[src/rtl/mem_scan_reader_pkg.sv]
// Shared types and widths for the memory scan reader.
package mem_scan_pkg;
   localparam int WORD_W         = 32;
   localparam int BYTE_W         = 8;
   localparam int BYTES_PER_WORD = 4;

   typedef enum logic [1:0] {IDLE, FETCH, DRAIN} scan_state_t;

   // Big-endian byte select: index 0 is the most significant byte.
   function automatic logic [BYTE_W-1:0] word_byte(input logic [WORD_W-1:0] w,
                                                   input logic [1:0] idx);
      logic [BYTE_W-1:0] b;
      case (idx)
         2'd0:    b = w[31:24];
         2'd1:    b = w[23:16];
         2'd2:    b = w[15:8];
         default: b = w[7:0];
      endcase
      return b;
   endfunction
endpackage

[src/rtl/mem_scan_reader_if.sv]
// Video-port read bus plus byte stream handshake of the scan reader.
interface mem_scan_reader_if;
   import mem_scan_pkg::*;
   logic [WORD_W-1:0] va;
   logic [WORD_W-1:0] vd;
   logic [BYTE_W-1:0] out_data;
   logic              out_valid;
   logic              out_ready;

   modport master (output va, output out_data, output out_valid,
                   input vd, input out_ready);
   modport slave  (input va, input out_data, input out_valid,
                   output vd, output out_ready);
endinterface

[src/rtl/mem_scan_reader_word_fifo.sv]
// Small word FIFO; 1-cycle write-to-read, dout is the head word whenever not empty.
module word_fifo #(
   parameter int DEPTH = 4,
   parameter int W     = 32
) (
   input  logic         clk,
   input  logic         reset_n,
   input  logic         push,
   input  logic         pop,
   input  logic [W-1:0] din,
   output logic [W-1:0] dout,
   output logic         full,
   output logic         empty
);
   localparam int AW = (DEPTH > 1) ? $clog2(DEPTH) : 1;

   logic [W-1:0]  mem [DEPTH];
   logic [AW-1:0] wr_ptr;
   logic [AW-1:0] rd_ptr;
   logic [AW:0]   count;
   logic          do_push;
   logic          do_pop;

   // A push into a full FIFO is only taken when the head leaves on the same edge.
   assign do_pop  = pop && !empty;
   assign do_push = push && (!full || do_pop);
   assign full    = (count == (AW+1)'(DEPTH));
   assign empty   = (count == '0);
   assign dout    = mem[rd_ptr];

   always_ff @(posedge clk) begin
      if (!reset_n) begin
         wr_ptr <= '0;
         rd_ptr <= '0;
         count  <= '0;
      end else begin
         if (do_push) wr_ptr <= wr_ptr + 1'b1;
         if (do_pop)  rd_ptr <= rd_ptr + 1'b1;
         case ({do_push, do_pop})
            2'b10:   count <= count + 1'b1;
            2'b01:   count <= count - 1'b1;
            default: count <= count;
         endcase
      end
   end

   always_ff @(posedge clk) begin
      if (do_push) mem[wr_ptr] <= din;
   end
endmodule

[src/rtl/mem_scan_reader.sv]
// Scans NUM_WORDS words from BASE_WORD and streams them big-endian as bytes; first byte 2 cycles after start.
// Fetch stalls while the FIFO is full; SCAN_CHECKSUM_EN appends a 4-byte sum of all words.
module mem_scan_reader
   import mem_scan_pkg::*;
#(
   parameter int BASE_WORD  = 0,
   parameter int NUM_WORDS  = 64,
   parameter int FIFO_DEPTH = 4
) (
   input  logic               clk,
   input  logic               reset_n,
   input  logic               start,
   output logic               busy,
   output logic               done,
   mem_scan_reader_if.master  bus
);
   localparam int            IDX_W = 7;
   localparam logic [IDX_W-1:0] LAST_IDX = IDX_W'(NUM_WORDS - 1);

   scan_state_t       state, state_nxt;
   logic [IDX_W-1:0]  idx;
   logic              push, pop, full, empty;
   logic [WORD_W-1:0] head;
   logic [WORD_W-1:0] ser_word;
   logic [1:0]        ser_cnt;
   logic              ser_vld;
   logic              take, ser_free, trl_load, tail_done, scan_end;
   logic [WORD_W-1:0] load_word;

   word_fifo #(.DEPTH(FIFO_DEPTH), .W(WORD_W)) u_fifo (
      .clk     (clk),
      .reset_n (reset_n),
      .push    (push),
      .pop     (pop),
      .din     (bus.vd),
      .dout    (head),
      .full    (full),
      .empty   (empty)
   );

   assign bus.va = (WORD_W'(BASE_WORD) + WORD_W'(idx)) << 2;

   // The serializer may take a new word on the same edge its 4th byte leaves.
   assign take     = ser_vld && bus.out_ready;
   assign ser_free = !ser_vld || (take && (ser_cnt == 2'd3));
   assign pop      = ser_free && !empty;

`ifdef SCAN_CHECKSUM_EN
   logic [WORD_W-1:0] csum;
   logic              trl_sent;

   assign trl_load  = ser_free && empty && (state == DRAIN) && !trl_sent;
   assign tail_done = trl_sent;
   assign load_word = pop ? head : csum;

   always_ff @(posedge clk) begin
      if (!reset_n) begin
         csum     <= '0;
         trl_sent <= 1'b0;
      end else if ((state == IDLE) && start) begin
         csum     <= '0;
         trl_sent <= 1'b0;
      end else begin
         if (push)     csum     <= csum + bus.vd;
         if (trl_load) trl_sent <= 1'b1;
      end
   end
`else
   assign trl_load  = 1'b0;
   assign tail_done = 1'b1;
   assign load_word = head;
`endif

   assign scan_end      = (state == DRAIN) && empty && !ser_vld && tail_done;
   assign done          = scan_end;
   assign busy          = (state != IDLE);
   assign bus.out_valid = ser_vld;
   assign bus.out_data  = word_byte(ser_word, ser_cnt);

   always_comb begin
      state_nxt = state;
      push      = 1'b0;
      case (state)
         IDLE:  if (start) state_nxt = FETCH;
         FETCH: if (!full) begin
                   push = 1'b1;
                   if (idx == LAST_IDX) state_nxt = DRAIN;
                end
         DRAIN: if (scan_end) state_nxt = IDLE;
         default: state_nxt = IDLE;
      endcase
   end

   always_ff @(posedge clk) begin
      if (!reset_n) begin
         state    <= IDLE;
         idx      <= '0;
         ser_vld  <= 1'b0;
         ser_cnt  <= '0;
         ser_word <= '0;
      end else begin
         state <= state_nxt;
         if ((state == IDLE) && start) idx <= '0;
         else if (push)                idx <= idx + 1'b1;

         if (pop || trl_load) begin
            ser_word <= load_word;
            ser_cnt  <= '0;
            ser_vld  <= 1'b1;
         end else if (take) begin
            ser_cnt <= ser_cnt + 1'b1;
            if (ser_cnt == 2'd3) ser_vld <= 1'b0;
         end
      end
   end
endmodule

[src/flat_wrapper.sv]
// flat-port wrapper written by rule: the top's interface ports become plain ports
module mem_scan_reader_flat import mem_scan_pkg::*;
#(
   parameter int BASE_WORD  = 0,
   parameter int NUM_WORDS  = 64,
   parameter int FIFO_DEPTH = 4
)
  (clk, reset_n, start, busy, done, bus_va, bus_out_data, bus_out_valid, bus_vd, bus_out_ready);
  mem_scan_reader_if bus_i ();
  input  logic clk;
  input  logic reset_n;
  input  logic start;
  output logic busy;
  output logic done;
  output wire logic [$bits(bus_i.va)-1:0] bus_va;
  output wire logic [$bits(bus_i.out_data)-1:0] bus_out_data;
  output wire logic [$bits(bus_i.out_valid)-1:0] bus_out_valid;
  input wire logic [$bits(bus_i.vd)-1:0] bus_vd;
  input wire logic [$bits(bus_i.out_ready)-1:0] bus_out_ready;
  assign bus_va = bus_i.va;
  assign bus_out_data = bus_i.out_data;
  assign bus_out_valid = bus_i.out_valid;
  assign bus_i.vd = bus_vd;
  assign bus_i.out_ready = bus_out_ready;
  mem_scan_reader #(.BASE_WORD(BASE_WORD), .NUM_WORDS(NUM_WORDS), .FIFO_DEPTH(FIFO_DEPTH)) u_core (.clk(clk), .reset_n(reset_n), .start(start), .busy(busy), .done(done), .bus(bus_i));
endmodule
[config.mk]
export PLATFORM = sky130hd
export DESIGN_NAME = mem_scan_reader_flat
export DESIGN_NICKNAME = d
export VERILOG_FILES = /design/src/rtl/mem_scan_reader_pkg.sv /design/src/rtl/mem_scan_reader_if.sv /design/src/rtl/mem_scan_reader_word_fifo.sv /design/src/rtl/mem_scan_reader.sv /design/src/flat_wrapper.sv
export SDC_FILE = /design/constraint.sdc
export NUM_CORES = 1
export LEC_CHECK = 0
export BUFFER_PORTS_ARGS = -buffer_cell sky130_fd_sc_hd__clkbuf_2
export CORE_UTILIZATION = 55
export DETAILED_ROUTE_END_ITERATION = 8
export PLACE_DENSITY = 0.82
export SYNTH_ARGS = -nofsm -noshare
export SYNTH_HDL_FRONTEND = slang
export SYNTH_SLANG_ARGS = --single-unit
[constraint.sdc]
create_clock -name clk -period 4.3 [get_ports clk]
set_input_delay 0.43 -clock clk [delete_from_list [all_inputs] [get_ports clk]]
set_output_delay 0.43 -clock clk [all_outputs]
set_load 0.05 [all_outputs]
Word-level counts from Yosys, hierarchy flattened
Memories as Yosys holds them, arrays and structs flattened. A register that Yosys moved wholly into a read port is not among the register bits.
Cells that the tools add are included.
{"block": "classes", "add_sub_neg": 6, "n_eq_ne": 13, "mux": 14, "n_bitwise": 1, "reduce_logical": 25}
{"operator": "case mux 8 bit (3 select lines)", "count": 1}
{"operator": "equality test 2 bit (second input constant)", "count": 4}
{"operator": "logical AND 1 bit", "count": 8}
{"operator": "two-way mux 2 bit", "count": 4}
{"operator": "nonzero test 2 bit", "count": 4}
{"operator": "adder 7 x 1 -> 7 bit (second input constant)", "count": 1}
{"operator": "equality test 7 x 6 -> 1 bit (second input constant)", "count": 1}
{"operator": "two-way mux 1 bit", "count": 7}
{"operator": "adder 2 x 1 -> 2 bit (second input constant)", "count": 3}
{"operator": "equality test 2 x 1 -> 1 bit (second input constant)", "count": 3}
{"operator": "!= test 2 bit (second input constant)", "count": 3}
{"operator": "case mux 2 bit (3 select lines)", "count": 1}
{"operator": "case mux 3 bit (2 select lines)", "count": 1}
{"operator": "zero test 1 bit", "count": 4}
{"operator": "zero test 2 bit", "count": 2}
{"operator": "AND reduction 4 bit", "count": 1}
{"operator": "OR reduction 2 bit", "count": 2}
{"operator": "adder 3 x 1 -> 3 bit (second input constant)", "count": 1}
{"operator": "equality test 3 bit (second input constant)", "count": 1}
{"operator": "zero test 3 bit", "count": 1}
{"operator": "subtractor 3 x 1 -> 3 bit (second input constant)", "count": 1}
{"operator": "logical OR 1 bit", "count": 2}
{"operator": "!= test 2 x 1 -> 1 bit (second input constant)", "count": 1}
{"operator": "AND reduction 2 bit", "count": 1}
{"operator": "NOT 1 bit", "count": 1}
{"block": "word_totals", "regBits": 19, "ram_bits": 128, "in_bits": 36, "output_inout_bits": 43, "elab_cells": 67, "mem_count": 1}
{"memory": "u_core.u_fifo.mem", "depth": 4, "width": 32, "read_ports": 1, "rd_clocked_by_memory_dff": 1, "write_ports": 1, "line_no": "mem_scan_reader_word_fifo.sv:17", "source": "logic [W-1:0] mem [DEPTH];"}

Longest topological paths before layout
{"block": "logic_depth", "word_depth": 9, "mapped_depth": 10, "ltp_nobuf": 9}

Modules after synthesis
From an unflattened synthesis, not the netlist that was laid out.
{"block": "unflattened", "hier_cells": 482, "hier_area_um2": 7430.9}
{"module": "word_fifo", "n_inst": 1, "cells_per_inst": 221, "area_each_um2": 5107.4, "seq_area_each_um2": 4023.9}
{"module": "mem_scan_reader", "n_inst": 1, "cells_per_inst": 261, "area_each_um2": 2323.5, "seq_area_each_um2": 880.8}

Worst setup path before layout
No wires, ideal clock.
{"block": "synth_path", "kind": "register -> register", "start": "register u_core.ser_vld (netlist: u_core.bus.out_valid)", "end": "register u_core.u_fifo.count[2]", "setup_ns": 0.071, "arrival_ns": 2.372, "required_ns": 4.229, "path_slack_ns": 1.858, "path_stages_with_launch": 10, "n_path_buf": 1, "period_less_slack_ns": 2.442, "path_cell_list": "dfxtp_1 > a21boi_1 > nor2_2 > buf_2 > ha_1 > inv_1 > fa_1 > xor2_1 > or3_1 > a21oi_1"}
{"block": "synth_between", "elab_chain_len": 9, "word_cells_on_any_way": 12, "cone_classes": "eq/ne: 2; mux: 1; reduce/logical: 9"}
{"element": "start: declaration", "line_no": "mem_scan_reader.sv:26", "source": "logic ser_vld;"}
{"element": "start signal: assignment", "line_no": "mem_scan_reader.sv:98", "source": "ser_vld <= 1'b0;"}
{"element": "start signal: assignment", "line_no": "mem_scan_reader.sv:109", "source": "ser_vld <= 1'b1;"}
{"element": "start signal: assignment", "line_no": "mem_scan_reader.sv:112", "source": "if (ser_cnt == 2'd3) ser_vld <= 1'b0;"}
{"element": "logical AND 1 bit", "line_no": "mem_scan_reader.sv:44", "source": "assign take = ser_vld && bus.out_ready;"}
{"element": "logical AND 1 bit", "line_no": "mem_scan_reader.sv:45", "source": "assign ser_free = !ser_vld || (take && (ser_cnt == 2'd3));"}
{"element": "logical OR 1 bit (*)", "line_no": "mem_scan_reader.sv:45"}
{"element": "logical AND 1 bit (*)", "line_no": "mem_scan_reader.sv:46", "source": "assign pop = ser_free && !empty;"}
{"element": "via u_core.pop", "line_no": "mem_scan_reader.sv:22", "source": "logic push, pop, full, empty;"}
{"element": "logical AND 1 bit (*)", "line_no": "mem_scan_reader_word_fifo.sv:25", "source": "assign do_pop = pop && !empty;"}
{"element": "logical OR 1 bit", "line_no": "mem_scan_reader_word_fifo.sv:26", "source": "assign do_push = push && (!full || do_pop);"}
{"element": "logical AND 1 bit", "line_no": "mem_scan_reader_word_fifo.sv:26"}
{"element": "equality test 2 x 1 -> 1 bit / equality test 2 bit (equally long branches)", "line_no": "mem_scan_reader_word_fifo.sv:39", "source": "case ({do_push, do_pop})"}
{"element": "case mux 3 bit (2 select lines) / nonzero test 2 bit (equally long branches)"}
{"element": "end signal: assignment", "line_no": "mem_scan_reader_word_fifo.sv:40", "source": "2'b10: count <= count + 1'b1;"}
{"element": "end signal: assignment", "line_no": "mem_scan_reader_word_fifo.sv:41", "source": "2'b01: count <= count - 1'b1;"}
{"element": "end signal: assignment", "line_no": "mem_scan_reader_word_fifo.sv:42", "source": "default: count <= count;"}
{"element": "end: declaration", "line_no": "mem_scan_reader_word_fifo.sv:20", "source": "logic [AW:0] count;"}
Mark *: on every way through the listed nets, which the timed path passes. The rest lies on a longest branch.
A chain may end at the register's enable or synchronous reset.

Worst setup path in the final report
{"block": "layout_path", "start": "register u_core.u_fifo.count[2]", "end": "register u_core.u_fifo.count[2]"}
{"block": "layout_between", "elab_chain_len": 8, "word_cells_on_any_way": 16, "cone_classes": "add/sub: 2; eq/ne: 3; mux: 3; reduce/logical: 8"}
{"element": "zero test 3 bit", "line_no": "mem_scan_reader_word_fifo.sv:28", "source": "assign empty = (count == '0);"}
{"element": "zero test 1 bit", "line_no": "mem_scan_reader_word_fifo.sv:25, mem_scan_reader.sv:46"}
{"element": "logical AND 1 bit", "line_no": "mem_scan_reader.sv:46"}
{"element": "logical AND 1 bit", "line_no": "mem_scan_reader_word_fifo.sv:25"}
{"element": "logical OR 1 bit", "line_no": "mem_scan_reader_word_fifo.sv:26"}
{"element": "logical AND 1 bit", "line_no": "mem_scan_reader_word_fifo.sv:26"}
{"element": "equality test 2 x 1 -> 1 bit / equality test 2 bit (equally long branches)", "line_no": "mem_scan_reader_word_fifo.sv:39"}
{"element": "case mux 3 bit (2 select lines) / nonzero test 2 bit (equally long branches)"}
Several ways; a longest one is shown, not always the timed one.

==> impl_metrics.json <==
{
  "viasPerCell": 5.75,
  "skew_ps": 11.7,
  "synth_area_leader_cell": "edfxtp_1",
  "required_ps": 4650,
  "cts_tree": "yes",
  "yosys.area_share.simple_pct": 6.01,
  "dp.cells": 659,
  "cp.arrival_ps": 2970,
  "fp.dieW_um": 117,
  "finalMaxSlewViolations": 0,
  "tns_ps": 0,
  "netlist_area_um2": 7220,
  "min_to": "u_core.u_fifo.mem[1][19]",
  "cts_buffer_depth": 2,
  "cts_buffers": 17,
  "worst_pin_slew_ps": 1180,
  "gr-total-overflow": 0,
  "drt_wl_total_um": 13400,
  "ys_seq_area_share_pct": 67.3,
  "holdPathStages": 1,
  "yosysWarnings": 0,
  "fin_nets": 554,
  "antenna_cells": 0,
  "fin_area_um2": 8120,
  "power_leakage_nw": 2.77,
  "vias": 3971,
  "antenna_found_initial": 0,
  "synthXorXnorAreaFrac_pct": 0.364,
  "die_area_um2": 13600,
  "final_common_cell": "edfxtp_1",
  "hp-class": "primary input to flip-flop",
  "path_max_fanout": 16,
  "final_cell_mix": "edfxtp_1, clkbuf_2, dfxtp_1",
  "vdd_drop_max_uv": 491,
  "cts_max_level": 4,
  "first_global_vias": 3890,
  "status": "complete, no violations",
  "multiInputGateArea_um2": 2050,
  "synth_edf_count": 128,
  "clk_pin_slew_ps": 70,
  "ys_seq_elements": 179,
  "cts_sinks": 179,
  "timing.final.hold_violations": 0,
  "worstReg2RegStart": "u_core.u_fifo.count[2]",
  "io_buffers": 53,
  "seq_area_um2": 4870,
  "drive_gt1_share_pct": 25.0,
  "min_period_over_period_pct": 60.9,
  "maxCapViolCount": 0,
  "synth-compound-area-share_pct": 6.95,
  "synth_top_area_share_pct": 53.2,
  "worstSetupEndpointType": "flip-flop",
  "core_um2": 12700,
  "synth_adder_area_share_pct": 2.18,
  "io_pins": 79,
  "relSlewSlack_pct": 21.1,
  "ys_types": 42,
  "fin_cells": 691,
  "wl_per_cell_um": 19.3,
  "setup_viol": 0,
  "grt_max_degree": 38,
  "drt_iter0_markers": 436,
  "drc_errors": 0,
  "place_area_um2": 7520,
  "timing.fmax_mhz": 382,
  "fillers": 894,
  "postCtsSetupRepairBufs": 0,
  "holdCritStartpoint": "bus_vd[19]",
  "grt_usage_pct": 21.5,
  "r2r.worst_path.cells": 9,
  "clock_latency_ps": 430,
  "dp_hpwl_um": 8300,
  "cts_root_buffer": "clkbuf_16",
  "ant_nets": 0,
  "holdWs_ps": 211,
  "synth_flop_cell": "edfxtp_1",
  "syn2layout_area_growth_pct": 12.4,
  "crit_path_start_kind": "flip-flop",
  "syn_avg_cell_area_um2": 15.9,
  "reg2reg_to": "u_core.u_fifo.count[2]",
  "synthArstFlopShare_pct": 0,
  "die_h_um": 117,
  "rsz0062_at_grt": "no",
  "rows": 41,
  "crit_type": "flip-flop to flip-flop",
  "initial_core_util_pct": 56.8,
  "yosys-top-cells-area": "edfxtp_1, dfxtp_1, mux4_2, o2bb2ai_1, buf_4",
  "grt_first_pass_wirelength_um": 20600,
  "ff2ff_setup_slack_ps": 1680,
  "synth_top_family_by_area": "multiplexers",
  "syn_inst": 454,
  "cts_resized": 0,
  "place_congestion": 0.774,
  "dr.pass1.iters": 5,
  "p_per_area_nw_per_um2": 607,
  "cts_hold_buffers": 0,
  "synth.area.mux_share_pct": 11.5,
  "layout_min_cycle_time_ps": 2620
}
[worst max path at each step]
| stage | start | endpoint | cells past startpoint | slack [ps] |
|---|---|---|---|---|
| finish | u_core.u_fifo.count[2] | u_core.u_fifo.count[2] | 9 | 1680 |
| CTS | u_core.u_fifo.count[2] | u_core.u_fifo.count[2] | 9 | 1700 |
| global route | u_core.u_fifo.count[2] | u_core.u_fifo.count[2] | 9 | 1410 |
| floorplan | u_core.bus.out_valid | u_core.u_fifo.count[2] | 9 | 1860 |
| global placement | reset_n | u_core.ser_word[7] | 4 | 1690 |
| detailed placement | reset_n | u_core.ser_word[15] | 4 | 1580 |
[cell families (layout without fill, tap and decap cells)]
logic type,Yosys count,count (layout)
compound gates,65,65
xor+xnor,3,3
fa+ha+maj,12,12
buf+inv,69,110
flops,179,179
mux,42,42
other cells,1,25
simple gates,83,83
[sequential cells by signal (all words and copies together), names as in the netlist]
register,flops
u_core.u_fifo.mem,128
u_core.ser_word,32
u_core.idx,7
u_core.u_fifo.count,3
u_core.ser_cnt,2
u_core.state,2
u_core.u_fifo.rd_ptr,2
u_core.u_fifo.wr_ptr,2
u_core.bus.out_valid,1
[cells in the mapped netlist, drive strengths merged, types with 2 or more instances]
| cell | number |
|---|---|
| a21oi | 12 |
| a222oi | 8 |
| and3 | 4 |
| buf | 39 |
| clkbuf | 12 |
| dfxtp | 51 |
| edfxtp | 128 |
| ha | 11 |
| inv | 18 |
| mux2i | 10 |
| mux4 | 32 |
| nand2 | 36 |
| nand2b | 2 |
| nand3 | 6 |
| nand3b | 3 |
| nor2 | 8 |
| nor2b | 2 |
| nor3 | 4 |
| nor4 | 3 |
| o21ai | 7 |
| o2bb2ai | 33 |
| o31ai | 4 |
| or3 | 4 |
| or3b | 2 |
| or4 | 4 |
| xor2 | 2 |
[where the power goes]
group | total [mW] | leakage [nW] | switching, mW | internal, mW
registers | 2.24 | 1.58 | 0.149 | 2.09
clock network | 1.51 | 0.283 | 0.685 | 0.824
logic | 1.18 | 0.908 | 0.761 | 0.416
total | 4.92 | 2.77 | 1.60 | 3.33
[worst max-delay path, stage by stage, from the launching register on]
cell	delay, ps
dfxtp_1	430
nor3b_2	690
nor2_1	110
inv_1	90
ha_1	170
inv_1	60
fa_1	370
xor2_1	160
or3_1	320
a21oi_1	150
[through the flow]
stage	utilization (%)	total power [mW]	setup slack (ps)
detailed placement	59.1	3.43	1580
floorplan	-	3.16	1860
CTS	63.8	4.94	1700
global placement	59.1	3.37	1690
finish	63.8	4.92	1680
global route	63.8	5.13	1410
[cell type report]
class	instances	share of cell area [%]
flip-flops and latches	179	60.0
multi-input cells	230	25.3
clock buffers	17	5.24
repair buffers	60	3.92
well taps	172	2.65
clock inverters	15	2.13
inverters	18	0.832
[layer usage]
metal / part of all wire [%] / vias to the layer above / track usage [%]
li1: - / 1812 / -
met1: 41 / 1997 / 26.4
met2: 52 / 140 / 35.9
met3: 5.0 / 22 / 6.23
met4: 1.9 / 0 / 8.86
met5: 0 / - / 0
Note: power is estimated with default switching activity, not from simulation.
